===== src/rtl/mem_arbiter.sv =====
// Shares one single-ported RAM between the IF fetch port and the MEM load/store port:
// DM-first arbitration with an IF anti-starvation limit, transaction sequencing and a response timeout.
module mem_arbiter #(
    parameter int unsigned MAX_DM_STREAK = 2,
    parameter int unsigned TIMEOUT       = 16,
    parameter int unsigned CNT_W         = 5
) (
    input  logic        clock,
    input  logic        reset,
    input  logic        if_req,
    input  logic [31:0] if_addr,
    output logic        if_valid,
    output logic [31:0] if_rdata,
    output logic        if_stall,
    input  logic        dm_req,
    input  logic        dm_we,
    input  logic [31:0] dm_addr,
    input  logic [31:0] dm_wdata,
    output logic        dm_valid,
    output logic [31:0] dm_rdata,
    output logic        dm_stall,
    output logic        ram_en,
    output logic        ram_we,
    output logic [31:0] ram_addr,
    output logic [31:0] ram_wdata,
    input  logic [31:0] ram_rdata,
    input  logic        ram_ready,
    output logic [1:0]  owner,
    output logic        timeout_err
);

    localparam int unsigned         STREAK_W   = $clog2(MAX_DM_STREAK + 1);
    localparam logic [STREAK_W-1:0] STREAK_MAX = STREAK_W'(MAX_DM_STREAK);
    localparam logic [CNT_W-1:0]    TCNT_LAST  = CNT_W'(TIMEOUT - 1);

    typedef enum logic [1:0] {
        IDLE    = 2'd0,
        WAIT_IF = 2'd1,
        WAIT_DM = 2'd2
    } state_e;

    localparam logic [1:0] OWN_NONE = 2'd0;
    localparam logic [1:0] OWN_IF   = 2'd1;
    localparam logic [1:0] OWN_DM   = 2'd2;

    state_e              state_q;
    logic [STREAK_W-1:0] streak_q;
    logic [CNT_W-1:0]    tcnt_q;
    logic                if_valid_q;
    logic                dm_valid_q;
    logic [31:0]         if_rdata_q;
    logic [31:0]         dm_rdata_q;
    logic                ram_en_q;
    logic                ram_we_q;
    logic [31:0]         ram_addr_q;
    logic [31:0]         ram_wdata_q;
    logic [1:0]          owner_q;
    logic                timeout_err_q;

    logic dm_wins;
    logic done;

    // DM has priority unless IF has already been passed over MAX_DM_STREAK times in a row.
    assign dm_wins = dm_req && !(if_req && (streak_q == STREAK_MAX));
    assign done    = ram_ready || (tcnt_q == TCNT_LAST);

    always_ff @(posedge clock) begin
        if (reset) begin
            // NOTE: every output register is cleared here, data paths included, so an
            // abandoned transaction leaves nothing visible after reset.
            state_q       <= IDLE;
            streak_q      <= '0;
            tcnt_q        <= '0;
            if_valid_q    <= 1'b0;
            dm_valid_q    <= 1'b0;
            if_rdata_q    <= '0;
            dm_rdata_q    <= '0;
            ram_en_q      <= 1'b0;
            ram_we_q      <= 1'b0;
            ram_addr_q    <= '0;
            ram_wdata_q   <= '0;
            owner_q       <= OWN_NONE;
            timeout_err_q <= 1'b0;
        end else begin
            // NOTE: the strobes default low each cycle; a later non-blocking assignment
            // in the same block overrides the default, which is what makes them one-cycle pulses.
            if_valid_q <= 1'b0;
            dm_valid_q <= 1'b0;
            ram_en_q   <= 1'b0;

            case (state_q)
                IDLE: begin
                    if (dm_wins) begin
                        state_q     <= WAIT_DM;
                        owner_q     <= OWN_DM;
                        ram_en_q    <= 1'b1;
                        ram_we_q    <= dm_we;
                        ram_addr_q  <= dm_addr;
                        ram_wdata_q <= dm_wdata;
                        tcnt_q      <= '0;
                        streak_q    <= if_req ? streak_q + STREAK_W'(1) : '0;
                    end else if (if_req) begin
                        state_q     <= WAIT_IF;
                        owner_q     <= OWN_IF;
                        ram_en_q    <= 1'b1;
                        ram_we_q    <= 1'b0;
                        ram_addr_q  <= if_addr;
                        ram_wdata_q <= '0;
                        tcnt_q      <= '0;
                        streak_q    <= '0;
                    end
                end

                WAIT_IF, WAIT_DM: begin
                    tcnt_q <= tcnt_q + CNT_W'(1);
                    if (done) begin
                        state_q <= IDLE;
                        owner_q <= OWN_NONE;
                        if (!ram_ready) begin
                            timeout_err_q <= 1'b1;
                        end
                        if (state_q == WAIT_IF) begin
                            if_valid_q <= 1'b1;
                            if_rdata_q <= ram_ready ? ram_rdata : '0;
                        end else begin
                            dm_valid_q <= 1'b1;
                            dm_rdata_q <= (ram_ready && !ram_we_q) ? ram_rdata : '0;
                        end
                    end
                end

                default: state_q <= IDLE;
            endcase
        end
    end

    assign if_valid    = if_valid_q;
    assign dm_valid    = dm_valid_q;
    assign if_rdata    = if_rdata_q;
    assign dm_rdata    = dm_rdata_q;
    assign ram_en      = ram_en_q;
    assign ram_we      = ram_we_q;
    assign ram_addr    = ram_addr_q;
    assign ram_wdata   = ram_wdata_q;
    assign owner       = owner_q;
    assign timeout_err = timeout_err_q;
    assign if_stall    = if_req & ~if_valid_q;
    assign dm_stall    = dm_req & ~dm_valid_q;

endmodule


===== config.mk =====
export PLATFORM = sky130hd
export DESIGN_NAME = mem_arbiter
export DESIGN_NICKNAME = d
export VERILOG_FILES = /design/src/rtl/mem_arbiter.sv
export SDC_FILE = /design/constraint.sdc
export NUM_CORES = 1
export LEC_CHECK = 0
export CAP_MARGIN = 20
export CORE_MARGIN = 1.5
export CORE_UTILIZATION = 35
export CTS_CLUSTER_DIAMETER = 60
export DETAILED_ROUTE_END_ITERATION = 8
export PLACE_DENSITY = 0.71
export SYNTH_ARGS = -nofsm -noshare
export SYNTH_HDL_FRONTEND = slang
export SYNTH_SLANG_ARGS = --single-unit

===== constraint.sdc =====
create_clock -name clock -period 6.17 [get_ports clock]
set_clock_uncertainty 0.2 [all_clocks]
set_input_delay 1.234 -clock clock [delete_from_list [all_inputs] [get_ports clock]]
set_output_delay 1.234 -clock clock [all_outputs]
set_load 0.02 [all_outputs]

==> impl_metrics.yaml, run 1 <==
run_status:
  status: "completed"
sta:
  min_period_ns: 4.16
  worstMarginPinSlew_ns: 1.08
  fin_crit_sh_pct: 67.4
  hold_viol: 0
  drv_slew: 0
  rsz0062_at_grt: "false"
  slew_headroom_pct: 27.9
  fmax_mhz: 240
  finalSetupViolations: 0
  setup_tns_ns: 0
  fin_ws_ns: 2.01
synth:
  netlist_top_cells_area: "dfxtp_1 (52%), mux2i_1 (5.8%), a32oi_1 (5.2%)"
  synth_top_flop_cell: "dfxtp_1"
  yosys_warnings: 0
  yosysSeqAreaShare_pct: 51.9
  synth_common_cells: "dfxtp_1 (144), nor2_1 (69), a21oi_1 (42)"
  yosys.cell_types.count: 39
  synth.most_common_cell: "dfxtp_1"
  syn_nets: 705
  netlist_area_sq_mm: 0.00556
  ys_ff_latch: 144
  syn_avg_cell_area_sq_um: 9.82
  synth_edf_count: 0
  synth_top_cell_by_area: "dfxtp_1"
  synthCells: 566
  synth_top_area_share_pct: 51.9
  async_reset_ff_share_pct: 0
floorplan:
  rows: 45
  initial_core_util_pct: 36.2
  dieArea_sq_mm: 0.0166
  die_y_microns: 129
  coreArea_sq_mm: 0.0154
  die_x_microns: 129
  ioPinCount: 271
setup_path:
  critPathLaunchType: "input port"
  critical_path_class: "input port to output port"
  cp_data_arrival_time_ns: 2.73
  required_ns: 4.74
  critPathMaxFanout: 8
  cp-end-kind: "output port"
routing:
  num_vias: 5399
  drt_wl_total_microns: 17400
  viasPerCell: 5.25
  wl_per_cell_microns: 16.9
  first_iter_violations: 290
  drc_errors: 0
  drtAntennaViolNets: 0
  drt_first_pass_iters: 4
clock_network:
  clk_latency_ns: 0.42
  clockRootBuffer: "clkbuf_16"
  cts_setup_buffers: 0
  cts_buffer_depth: 2
  clock_sinks: 144
  post_cts_resized: 0
  clk_pin_slew_worst_paths_ns: 0.06
  tritoncts: "yes"
  h-tree-depth: 4
  ctsHoldBuffers: 0
  cts_buffers: 17
cells_and_area:
  diodes: 0
  drive_above_1_share_pct: 6.48
  nNetsFinal: 944
  area_growth_pct: 60.8
  layoutNonFillerInstCount: 1029
global_routing:
  grt_start_max_net_pins: 66
  antenna_found_initial: 0
  grt_use_total_pct: 20.8
  grt_pass1_vias: 5413
  grt_overflow: 0
  grt_pass1_wl_microns: 27200
power_and_ir_drop:
  p_leak_nw: 3.26
  peakVddDrop_mv: 0.163
  pwr_density_cell_mw_per_mm2: 290
placement:
  place_congestion: 0.745
  dpl.hpwl_microns: 12300
  preCtsSetupSlack_ns: 2.00
  port_buffers: 270
  dp_cells: 993
run:
  drv_cap: 0
hold_path:
  hp-class: "flop to flop"
[area by class of cell]
class | instances | area, sq um
fill | 1317 | 6430
clock inverter | 14 | 144
multi-input combinational | 356 | 2370
timing repair buffer | 280 | 2830
inverter | 6 | 22.5
clock buffer | 18 | 429
sequential | 144 | 2880
tap | 211 | 264
[state kept, by name, summed over array words and instances, names as in the netlist]
signal,flops
dm_rdata,32
dm_valid,1
if_rdata,32
if_valid,1
owner,2
ram_addr,32
ram_en,1
ram_wdata,32
ram_we,1
state_q,2
streak_q,2
tcnt_q,5
timeout_err,1
[power breakdown]
| part | leakage [nW] | total [mW] | switching [mW] | internal [mW] |
|---|---|---|---|---|
| sequential | 1.18 | 1.03 | 0.0358 | 0.996 |
| combinational | 1.81 | 0.568 | 0.305 | 0.263 |
| clock | 0.275 | 0.995 | 0.427 | 0.568 |
[critical path: stages]
cell and delay (ns):
clkdlybuf4s50_1 0.68, nor2b_1 0.19, clkdlybuf4s50_1 0.62
[kinds of logic (layout without fill, tap and decap cells)]
group	count (synthesis)	count (layout)	share of synthesized area, %
flops	144	144	51.9
compound gates	188	188	23.5
mux	32	32	5.76
fa+ha+maj	5	5	1.13
buf+inv	66	318	5.96
simple gates	131	131	11.7
[per-stage QoR]
stage               utilization [%]  total power, mW  instance area [sq um]  hold slack, ns
CTS                            57.6             2.61                   8850           0.255
finish                         58.2             2.59                   8940           0.255
detailed placement             53.9             1.61                   8280           0.247
global route                   58.2             2.71                   8940           0.268
floorplan                         -             1.34                   5560           0.227
global placement               53.9             1.59                   8280           0.241
[worst paths after layout]
kind / startpoint / endpoint / slack [ns] / cells past startpoint
setup / recovery: if_req / if_stall / 2.01 / 3
hold / removal: streak_q[0]$_SDFFE_PP0P_ / streak_q[0]$_SDFFE_PP0P_ / 0.26 / 2
setup reg to reg: tcnt_q[0]$_SDFFE_PP0P_ / if_rdata[9]$_SDFFE_PP0P_ / 3.51 / 6
hold reg to reg: streak_q[0]$_SDFFE_PP0P_ / streak_q[0]$_SDFFE_PP0P_ / 0.26 / 2
[per-layer routing]
metal / vias to the layer above / GRT usage [%] / routed length [microns]
met5: - / 0 / 0
met3: 30 / 7.35 / 1590
met4: 0 / 8.92 / 391
li1: 2597 / - / -
met2: 239 / 36.2 / 8440
met1: 2533 / 23.0 / 6990
[cells in the final DEF, fill, tap and decap left out, types with 2 or more instances in the layout]
| cell type | count |
|---|---|
| a32oi_1 | 33 |
| nor2b_2 | 2 |
| clkbuf_16 | 17 |
| inv_6 | 7 |
| buf_8 | 2 |
| nand3b_1 | 4 |
| nand4_1 | 34 |
| buf_16 | 2 |
| nand2b_1 | 2 |
| inv_1 | 6 |
| o21ai_0 | 40 |
| ha_1 | 5 |
| a211oi_1 | 32 |
| nor2b_1 | 5 |
| clkinvlp_4 | 2 |
| nand2_1 | 3 |
| clkinv_4 | 3 |
| clkdlybuf4s50_1 | 269 |
| buf_4 | 7 |
| mux2i_1 | 32 |
| a21oi_1 | 42 |
| dfxtp_1 | 144 |
| nor3_1 | 2 |
| a22o_1 | 32 |
| nor2_1 | 68 |
| o31ai_1 | 2 |
(Power assumes the default switching activity.)
==> run 2: changes to the inputs <==
==> constraint.sdc (replaced) <==
create_clock -name clock -period 4.1 [get_ports clock]
set_clock_uncertainty 0.2 [all_clocks]
set_input_delay 0.82 -clock clock [delete_from_list [all_inputs] [get_ports clock]]
set_output_delay 0.82 -clock clock [all_outputs]
set_load 0.02 [all_outputs]
==> run 2 against run 1 <==
Largest power group unchanged. Routed wire length shrank 2.2%. Cell count about the same. Via count fell by 0.61%.
==> impl_metrics.yaml, run 2 (same netlist as run 1, synthesis figures left out) <==
setup_path:
  critPathLaunchType: "input port"
  cp-end-kind: "output port"
  critical_path_class: "input port to output port"
  critPathMaxFanout: 8
  rrSetupSlack_ns: 1.56
  ff2ff_path_depth: 5
  cp_data_arrival_time_ns: 2.28
  required_ns: 3.08
floorplan:
  coreArea_sq_mm: 0.0154
  die_y_microns: 129
  ioPinCount: 271
  initial_core_util_pct: 36.2
  rows: 45
  die_x_microns: 129
  dieArea_sq_mm: 0.0166
global_routing:
  grt_start_max_net_pins: 68
  met1_usage_pct: 23.1
  use_met2_pct: 35.1
  grt_overflow: 0
  grt_pass1_wl_microns: 26700
  grt_pass1_vias: 5204
  antenna_found_initial: 0
  use_met3_pct: 7.97
  grt_use_total_pct: 20.4
  top_usage_layer: "met2"
placement:
  dpl.hpwl_microns: 12100
  place_congestion: 0.791
  port_buffers: 270
routing:
  drc_errors: 0
  num_vias: 5366
  drt_first_pass_iters: 4
  drtAntennaViolNets: 0
  first_iter_violations: 302
  drt_wl_total_microns: 17000
  wl_per_cell_microns: 16.6
  viasPerCell: 5.22
clock_network:
  clk_pin_slew_worst_paths_ns: 0.05
  post_cts_resized: 0
  clockRootBuffer: "clkbuf_16"
  clock_sinks: 144
  clk_latency_ns: 0.41
  cts_setup_buffers: 0
  cts_buffers: 17
  cts_buffer_depth: 2
  ctsHoldBuffers: 0
  h-tree-depth: 4
  tritoncts: "yes"
cells_and_area:
  mostFrequentLayoutCells: "clkdlybuf4s50_1 (269), dfxtp_1 (144), nor2_1 (68), a21oi_1 (42), o21ai_0 (40)"
  area_growth_pct: 60.1
  multi_input_area_sq_mm: 0.00237
  layout_commonest_cell: "clkdlybuf4s50_1"
  nNetsFinal: 944
  seq_area_sq_mm: 0.00288
  drive_above_1_share_pct: 6.36
  fillers: 1306
  diodes: 0
  fin_util_pct: 57.9
sta:
  setup_tns_ns: 0
  drv_slew: 0
  hold_viol: 0
  fin_crit_sh_pct: 80.5
  min_period_ns: 3.30
  whs_ns: 0.257
  rsz0062_at_grt: "false"
  worstMarginPinSlew_ns: 1.06
  fmax_mhz: 303
  finalSetupViolations: 0
  slew_headroom_pct: 29.5
hold_path:
  min_path_cells: 2
  hp-class: "flop to flop"
power_and_ir_drop:
  pwr_density_cell_mw_per_mm2: 439
  peakVddDrop_mv: 0.270
  p_leak_nw: 3.24
run:
  drv_cap: 0
run_status:
  status: "completed"
run 2: cell types whose count changed in the layout (fill, tap and decap cells not counted), sizes merged:
cell / delta
clkinvlp: +2
clkinv: +1
inv: -6
bufinv: +1
clkbuf: +1
run 2: cell type report:
class,instances,area share [%]
Sequential cell,144,32.4
Timing Repair Buffer,280,31.3
Multi-Input combinational cell,356,26.6
Clock buffer,19,4.98
Tap cell,211,2.97
Clock inverter,12,1.52
Inverter,6,0.253
run 2: per-stage QoR:
stage	cells	worst slack, ns	power [mW]	cell area, sq um
2_1_floorplan	566	1.74	2.02	5560
3_3_place_gp	997	0.796	2.40	8320
3_5_place_dp	997	0.796	2.42	8320
4_1_cts	1028	0.794	3.94	8900
5_1_grt	1028	0.735	4.07	8900
6_report	1028	0.800	3.90	8900
run 2: final timing paths:
kind / endpoint / from
min reg2reg: streak_q[0]$_SDFFE_PP0P_ / streak_q[0]$_SDFFE_PP0P_
max: if_stall / if_req
max reg2reg: dm_rdata[19]$_SDFFE_PP0P_ / state_q[0]$_SDFFE_PP0P_
min: streak_q[0]$_SDFFE_PP0P_ / streak_q[0]$_SDFFE_PP0P_
run 2: worst max-delay path, stage by stage:
cell and delay (ns):
clkdlybuf4s50_1 0.68, nor2b_1 0.18, clkdlybuf4s50_1 0.60
run 2: routing by layer:
metal,vias to the layer above,routed length [microns]
met5,-,0
met2,254,8290
li1,2586,-
met1,2502,6830
met4,0,276
met3,24,1630
run 2: power breakdown:
group	leakage (nW)	switching, mW	internal (mW)	total, mW
clock	0.272	0.598	0.911	1.51
combinational	1.79	0.458	0.386	0.844
sequential	1.18	0.0519	1.50	1.55
total	3.24	1.11	2.80	3.90
==> run 3: changes to the inputs <==
--- a/config.mk
+++ b/config.mk
@@ -10,7 +10,7 @@
 export CORE_UTILIZATION = 35
 export CTS_CLUSTER_DIAMETER = 60
 export DETAILED_ROUTE_END_ITERATION = 8
-export PLACE_DENSITY = 0.71
+export PLACE_DENSITY = 0.74
 export SYNTH_ARGS = -nofsm -noshare
 export SYNTH_HDL_FRONTEND = slang
 export SYNTH_SLANG_ARGS = --single-unit
==> constraint.sdc (replaced) <==
create_clock -name clock -period 3 [get_ports clock]
set_clock_uncertainty 0.2 [all_clocks]
set_input_delay 0.6 -clock clock [delete_from_list [all_inputs] [get_ports clock]]
set_output_delay 0.6 -clock clock [all_outputs]
set_load 0.02 [all_outputs]
==> run 3 against run 2 <==
Setup slack worse by 0.41 ns. Register-to-register slack lost 0.84 ns. Clock power grew 52%. Die area stayed put. First-iteration DRC count shrank 21%. Combinational power grew 41%. Worst hold slack worse by 0.0027 ns. Non-clock buffer count is 6 higher. Cell area increased by 1.9%.
==> impl_metrics.yaml, run 3 (same netlist as run 1, synthesis figures left out) <==
placement:
  dp_cells: 1003
  place_congestion: 0.765
  dpl.hpwl_microns: 11800
  port_buffers: 270
floorplan:
  rows: 45
  dieArea_sq_mm: 0.0166
  die_x_microns: 129
  coreArea_sq_mm: 0.0154
  die_y_microns: 129
  initial_core_util_pct: 36.2
  ioPinCount: 271
hold_path:
  hp-class: "flop to flop"
  min_path_cells: 2
  hp-start: "streak_q[0]$_SDFFE_PP0P_"
  min_delay_worst_endpoint: "streak_q[0]$_SDFFE_PP0P_"
cells_and_area:
  diodes: 0
  drive_above_1_share_pct: 7.28
  fillers: 1335
  nNetsFinal: 950
  multi_input_area_sq_mm: 0.00237
  area_growth_pct: 63.1
  mostFrequentLayoutCells: "clkdlybuf4s50_1 (269), dfxtp_1 (144), nor2_1 (68), a21oi_1 (42), o21ai_0 (40)"
  seq_area_sq_mm: 0.00288
  layoutNonFillerInstCount: 1035
  layout_commonest_cell: "clkdlybuf4s50_1"
global_routing:
  grt_use_total_pct: 20.5
  grt_start_max_net_pins: 85
  grt_overflow: 0
  grt_pass1_vias: 5111
  antenna_found_initial: 0
  grt_pass1_wl_microns: 26700
clock_network:
  cts_buffers: 17
  clock_sinks: 144
  cts_buffer_depth: 2
  h-tree-depth: 4
  tritoncts: "yes"
  post_cts_resized: 0
  clockRootBuffer: "clkbuf_16"
  clk_latency_ns: 0.40
  clk_pin_slew_worst_paths_ns: 0.06
  ctsHoldBuffers: 0
  cts_setup_buffers: 0
setup_path:
  critPathLaunchType: "input port"
  critPathMaxFanout: 2
  r2r-end: "dm_rdata[11]$_SDFFE_PP0P_"
  r2r_start: "tcnt_q[0]$_SDFFE_PP0P_"
  critical_path_class: "input port to output port"
  cp-end-kind: "output port"
  rrSetupSlack_ns: 0.72
  ff2ff_path_depth: 7
  cp_data_arrival_time_ns: 1.81
  required_ns: 2.20
routing:
  viasPerCell: 5.21
  wl_per_cell_microns: 16.8
  drc_errors: 0
  num_vias: 5392
  drt_first_pass_iters: 5
  drt_wl_total_microns: 17400
  drtAntennaViolNets: 0
  first_iter_violations: 240
sta:
  setup_tns_ns: 0
  hold_viol: 0
  finalSetupViolations: 0
  min_period_ns: 2.61
  slew_headroom_pct: 51.5
  rsz0062_at_grt: "false"
  drv_slew: 0
  fin_crit_sh_pct: 87.0
  fmax_mhz: 383
  worstMarginPinSlew_ns: 0.727
power_and_ir_drop:
  p_leak_nw: 3.33
  peakVddDrop_mv: 0.484
  pwr_density_cell_mw_per_mm2: 616
run_status:
  status: "completed"
run:
  drv_cap: 0
## run 3: critical path, cell delays in order
cell and delay [ns]:
clkdlybuf4s50_1 0.48, nor2b_1 0.13, clkdlybuf4s50_1 0.61
## run 3: report_power, final
group          switching, mW  leakage (nW)  internal, mW
logic                  0.631          1.84         0.556
registers             0.0691          1.18          2.05
clock network          0.855         0.309          1.43
## run 3: area by class of cell
cell class | instances | area share, %
Timing Repair Buffer | 286 | 31.9
Tap cell | 211 | 2.91
Clock buffer | 18 | 4.84
Multi-Input combinational cell | 356 | 26.1
Inverter | 6 | 0.248
Clock inverter | 14 | 2.25
Sequential cell | 144 | 31.8
## run 3: how the worst max path moves through the flow
stage | startpoint | to | slack (ns) | depth (start not counted)
2_1_floorplan | tcnt_q[0]$_SDFFE_PP0P_ | if_rdata[10]$_SDFFE_PP0P_ | 0.96 | 8
4_1_cts | if_req | if_stall | 0.38 | 3
6_report | if_req | if_stall | 0.39 | 3
3_5_place_dp | if_req | if_stall | 0.38 | 3
5_1_grt | dm_req | dm_stall | 0.33 | 3
3_3_place_gp | ram_ready | dm_rdata[19]$_SDFFE_PP0P_ | 0.30 | 4
## run 3: per-layer routing
layer	global-route usage [%]	wire, microns	up-vias
li1	-	-	2601
met1	23.9	7020	2525
met2	34.0	8290	242
met3	8.09	1740	24
met4	7.34	343	0
met5	0	0	-
## run 3: per-stage QoR
stage	hold WS (ns)	utilization [%]	total power [mW]	cell area, sq um	setup slack, ns
4_1_cts	0.260	59.0	5.65	9070	0.375
5_1_grt	0.283	59.0	5.82	9070	0.331
2_1_floorplan	0.227	-	2.76	5560	0.959
3_5_place_dp	0.252	54.8	3.35	8430	0.379
6_report	0.254	59.0	5.59	9070	0.389
3_3_place_gp	0.240	54.7	3.34	8410	0.302
